$ cat src/rtl/seq_priority_encoder.sv
// Sequential priority encoder: serialises each set bit of a request vector into one index beat.
// Latency: first beat one cycle after acceptance; one beat per cycle while out_ready=1.
// Backpressure: beats hold stable while out_ready=0; in_ready=0 until the last beat drains. Option: ENC_MSB_FIRST_EN.
module seq_priority_encoder #(
    parameter int N = 4,
    localparam int W = (N > 1) ? $clog2(N) : 1
) (
    input  logic         clk,
    input  logic         rst_n,
    input  logic         in_valid,
    output logic         in_ready,
    input  logic [N-1:0] in_vec,
    output logic         out_valid,
    input  logic         out_ready,
    output logic [W-1:0] out_idx,
    output logic         out_last,
    output logic         out_zero
);

    localparam logic [0:0] IDLE = 1'b0;
    localparam logic [0:0] EMIT = 1'b1;

    logic [0:0]   state;
    logic [N-1:0] pend;
    logic [N-1:0] sel;
    logic [W-1:0] idx;
    logic         pend_none;
    logic         pend_one;

    // Later loop hits overwrite earlier ones, so the loop direction sets service order.
    always_comb begin
        idx = '0;
        sel = '0;
`ifdef ENC_MSB_FIRST_EN
        for (int i = 0; i < N; i++) begin
`else
        for (int i = N - 1; i >= 0; i--) begin
`endif
            if (pend[i]) begin
                idx = W'(i);
                sel = '0;
                sel[i] = 1'b1;
            end
        end
    end

    assign pend_none = (pend == '0);
    assign pend_one  = !pend_none && ((pend & (pend - {{(N-1){1'b0}}, 1'b1})) == '0);

    // pend can only be zero in EMIT when an all-zero vector was accepted.
    assign in_ready  = (state == IDLE);
    assign out_valid = (state == EMIT);
    assign out_idx   = idx;
    assign out_last  = (state == EMIT) && (pend_one || pend_none);
    assign out_zero  = (state == EMIT) && pend_none;

    always_ff @(posedge clk or negedge rst_n) begin
        if (!rst_n) begin
            state <= IDLE;
            pend  <= '0;
        end else begin
            case (state)
                IDLE: begin
                    if (in_valid) begin
                        pend  <= in_vec;
                        state <= EMIT;
                    end
                end
                default: begin
                    if (out_ready) begin
                        if (out_last) begin
                            pend  <= '0;
                            state <= IDLE;
                        end else begin
                            pend  <= pend & ~sel;
                        end
                    end
                end
            endcase
        end
    end

endmodule

$ cat config.mk
export PLATFORM = sky130hd
export DESIGN_NAME = seq_priority_encoder
export DESIGN_NICKNAME = d
export VERILOG_FILES = /design/src/rtl/seq_priority_encoder.sv
export SDC_FILE = /design/constraint.sdc
export NUM_CORES = 1
export LEC_CHECK = 0
export ABC_AREA = 1
export CAP_MARGIN = 40
export CORE_AREA = 2 2 39 41
export DETAILED_ROUTE_END_ITERATION = 8
export DIE_AREA = 0 0 41 43
export PLACE_DENSITY = 0.57
export SYNTH_ARGS = -nofsm -noshare
export SYNTH_HDL_FRONTEND = slang
export SYNTH_SLANG_ARGS = --single-unit
export TNS_END_PERCENT = 30
$ cat constraint.sdc
create_clock -name clk -period 2 [get_ports clk]
set_clock_uncertainty 0.1 [all_clocks]
set_input_delay 0.4 -clock clk [delete_from_list [all_inputs] [get_ports clk]]
set_output_delay 0.4 -clock clk [all_outputs]
set_load 0.1 [all_outputs]
# Word-level counts from Yosys, hierarchy flattened
# Index checks and enable logic that the tools add are counted.
[totals]
register_bits = 5
inputBits = 8
out_inout_bits = 6
[op_classes]
addsub = 1
eq_ne = 1
muxes = 16
n_bitwise = 4
n_reduce_logical = 9
[op_table]
columns = ["cell", "n"]
rows = [
  ["4-bit two-way mux", 8],
  ["4-bit AND", 2],
  ["4-bit zero test", 2],
  ["2-bit two-way mux", 4],
  ["1-bit two-way mux", 4],
  ["4-bit inverter", 1],
  ["4-bit by 1-bit subtractor with 4-bit output (second input constant)", 1],
  ["1-bit logical AND", 3],
  ["2-bit != test (second input constant)", 1],
  ["2-bit AND reduction", 1],
  ["2-bit nonzero test", 1],
  ["1-bit zero test", 1],
  ["1-bit logical OR", 1],
  ["1-bit inverter", 1],
]

# Depth between registers and ports, before layout
[depth]
word_depth = 9
ltp_mapped = 6
depth_no_buf = 6

# Worst setup path after synthesis
# OpenSTA, ideal clock, no wires.
[synth_path]
path_type = "flip-flop to output port"
startpoint = "reg state, in the netlist out_valid"
endpoint = "out out_zero"
arrival_ns = 4.534
slack_ns = -3.034
path_stages_with_launch = 3
n_path_buf = 0
path_cell_list = "dfrtp_1 -> inv_2 -> nor4_1"
[synth_via]
elab_chain_cells = 1
[synth_lines]
columns = ["item", "line", "source"]
rows = [
  ["start, declared", "23", "logic [0:0] state;"],
  ["start signal, assigned", "59", "state <= IDLE;"],
  ["start signal, assigned", "66", "state <= EMIT;"],
  ["start signal, assigned", "73", "state <= IDLE;"],
  ["1-bit logical AND", "55", "assign out_zero = (state == EMIT) && pend_none;"],
  ["end, declared", "17", "output logic out_zero"],
]
# Every way passes these cells.

# Final worst setup path
[layout_path]
startpoint = "reg pend[1]"
endpoint = "out out_zero"
[layout_via]
elab_chain_cells = 2
[layout_lines]
columns = ["item", "line", "source"]
rows = [
  ["start, declared", "24", "logic [N-1:0] pend;"],
  ["start signal, assigned", "65", "pend <= in_vec;"],
  ["start signal, assigned", "75", "pend <= pend & ~sel;"],
  ["4-bit zero test", "47", "assign pend_none = (pend == '0);"],
  ["1-bit logical AND", "55", ""],
]
# Every way passes these cells.

==> flow_summary.ini <==
[worst_setup_path]
crit_fanout = 5
r2r_setup_slack_ns = 0.80
cpPeakStageDelay_ns = 0.43
arrival_ns = 1.37
worst_path_max_delay_cell = dfrtp_1
end_kind = output pin
crit_chain = inv_2 > nand2_1 > nor4_4 > buf_12
worstSetupPathType = reg2out
crit_required_ns = 1.50
cp-start-kind = flip-flop
r2r-start = out_valid
r2r_cells = 4
regToRegEndpoint = pend[1]
cp_num_buf_inv = 2
crit_family = flip-flops

[min_path]
hold_path_class = in2async

[sta]
fin_crit_sh_pct = 93.55
tightest_slew_ns = 0.2566
hold_viol = 0
setup_viol = 0
max_freq_mhz = 534.5
fin_hold_ws_ns = 0.2803
drv_slew = 0
relSlewSlack_pct = 82.76
finalCriticalPeriod_ns = 1.871
tns_ns = 0
rsz0062_at_grt = false
worst_slack_ns = 0.1290

[clocking]
cts_max_level = 1
cts_buffers = 3
cts-root-buf = clkbuf_4
cts.clk_slew.worst_paths_ns = 0.04
cts_tree = yes
postCtsSetupRepairBufs = 0
cts_sinks = 5
clockBufferDepth = 2
hold_buffers = 0
cts_resized = 0
clk_latency_ns = 0.23

[detailed_routing]
routedWlPerCell_um = 9.821
vias = 343
drt_wl_total_um = 766
detail-route-antenna-nets = 0
drc = 0
drt_iter0_markers = 1
vias_per_cell = 4.397
first_pass_iters = 4

[run]
cap_violations = 0

[grt]
grt_pass1_vias = 316
grt_max_degree = 8
grt_usage_pct = 10.72
gr-total-overflow = 0
antenna_found_initial = 0
grt_pass1_wl_mm = 1.228

[placement]
post-place-ws_ns = 0.3710
hpwlAfterDp_um = 641.6
dp_cells = 74
port_buffers = 13
finalWeightedCongestion = 0.6875

[synth]
synth_warnings = 0
synth-seq-cells = 5
syn_inst = 45
avgSynthCellArea_um2 = 7.229
yosysSeqAreaShare_pct = 38.46
synthesis.area_um2 = 325.3
ys_types = 14
synth_fp_nets = 53

[floorplan]
fp.dieW_um = 41
start_util_pct = 23.51
pin_count = 14
die-area_um2 = 1763
coreArea_um2 = 1384
rows = 14
die_y_um = 43

[layout]
area_growth_pct = 83.85
fin_nets = 71
diodes = 0
layout-drive-gt1-share_pct = 37.10
fin_cells = 78

[outcome]
outcome = finished, final reports clean
==> final cells by class <==
type                            instances  area [um^2]
Timing Repair Buffer                   13        190.2
Inverter                                4        17.52
Tap cell                               16        20.02
Sequential cell                         5        128.9
Fill cell                             148        785.8
Multi-Input combinational cell         36        215.2
Clock buffer                            4        26.28
==> kinds of logic after synthesis <==
group	synth area share, %
buffers and inverters	4.614
and+or+nand+nor	42.70
DFF	38.46
AOI/OAI and AO/OA	14.23
==> worst max-delay path by stage <==
stage	startpoint	endpoint	slack (ns)	cells past startpoint
after global placement	pend[0]	out_zero	0.38	4
after floorplan	out_valid	out_zero	-0.39	2
after global routing	pend[0]	out_zero	0.07	4
after detailed placement	pend[1]	out_zero	0.37	4
after CTS	pend[1]	out_zero	0.11	4
final	pend[1]	out_zero	0.13	4
==> registers in the layout, summed over array words and instances (netlist names) <==
| name | count |
|---|---|
| out_valid | 1 |
| pend | 4 |
==> through the flow <==
stage	cell area [um^2]	utilization [%]
after floorplan	361.6	-
after global placement	571.8	41.32
after detailed placement	571.8	41.32
after CTS	598.1	43.22
after global routing	598.1	43.22
final	598.1	43.22
==> cells in the mapped netlist (all sizes together) <==
library cell  instances  area, um^2
nand2                16       77.58
nand3                 6       30.03
nor2                  6       25.03
dfrtp                 5       125.1
a21oi                 4       23.77
inv                   4       15.01
o21ai                 3       22.52
nor4                  1       6.260
==> routing by layer <==
metal | vias up | wire length (um) | global-route usage (%)
met5 | - | 0 | 0
met4 | 0 | 0 | 10.00
met3 | 0 | 53 | 1.571
met2 | 13 | 364 | 14.69
met1 | 146 | 348 | 13.49
li1 | 184 | - | -
==> layout by cell type, fill, tap and decap left out, drive strengths merged <==
| cell type | netlist | routed |
|---|---|---|
| nor2 | 6 | 6 |
| dfrtp | 5 | 5 |
| inv | 4 | 4 |
| nand3 | 6 | 6 |
| o21ai | 3 | 3 |
| buf | 0 | 6 |
| nand2 | 16 | 16 |
| clkdlybuf4s50 | 0 | 7 |
| a21oi | 4 | 4 |
| nor4 | 1 | 1 |
| clkbuf | 0 | 4 |
Power is not shown: default switching activity piles up to over one toggle a cycle in this logic, so the estimate is an artifact.
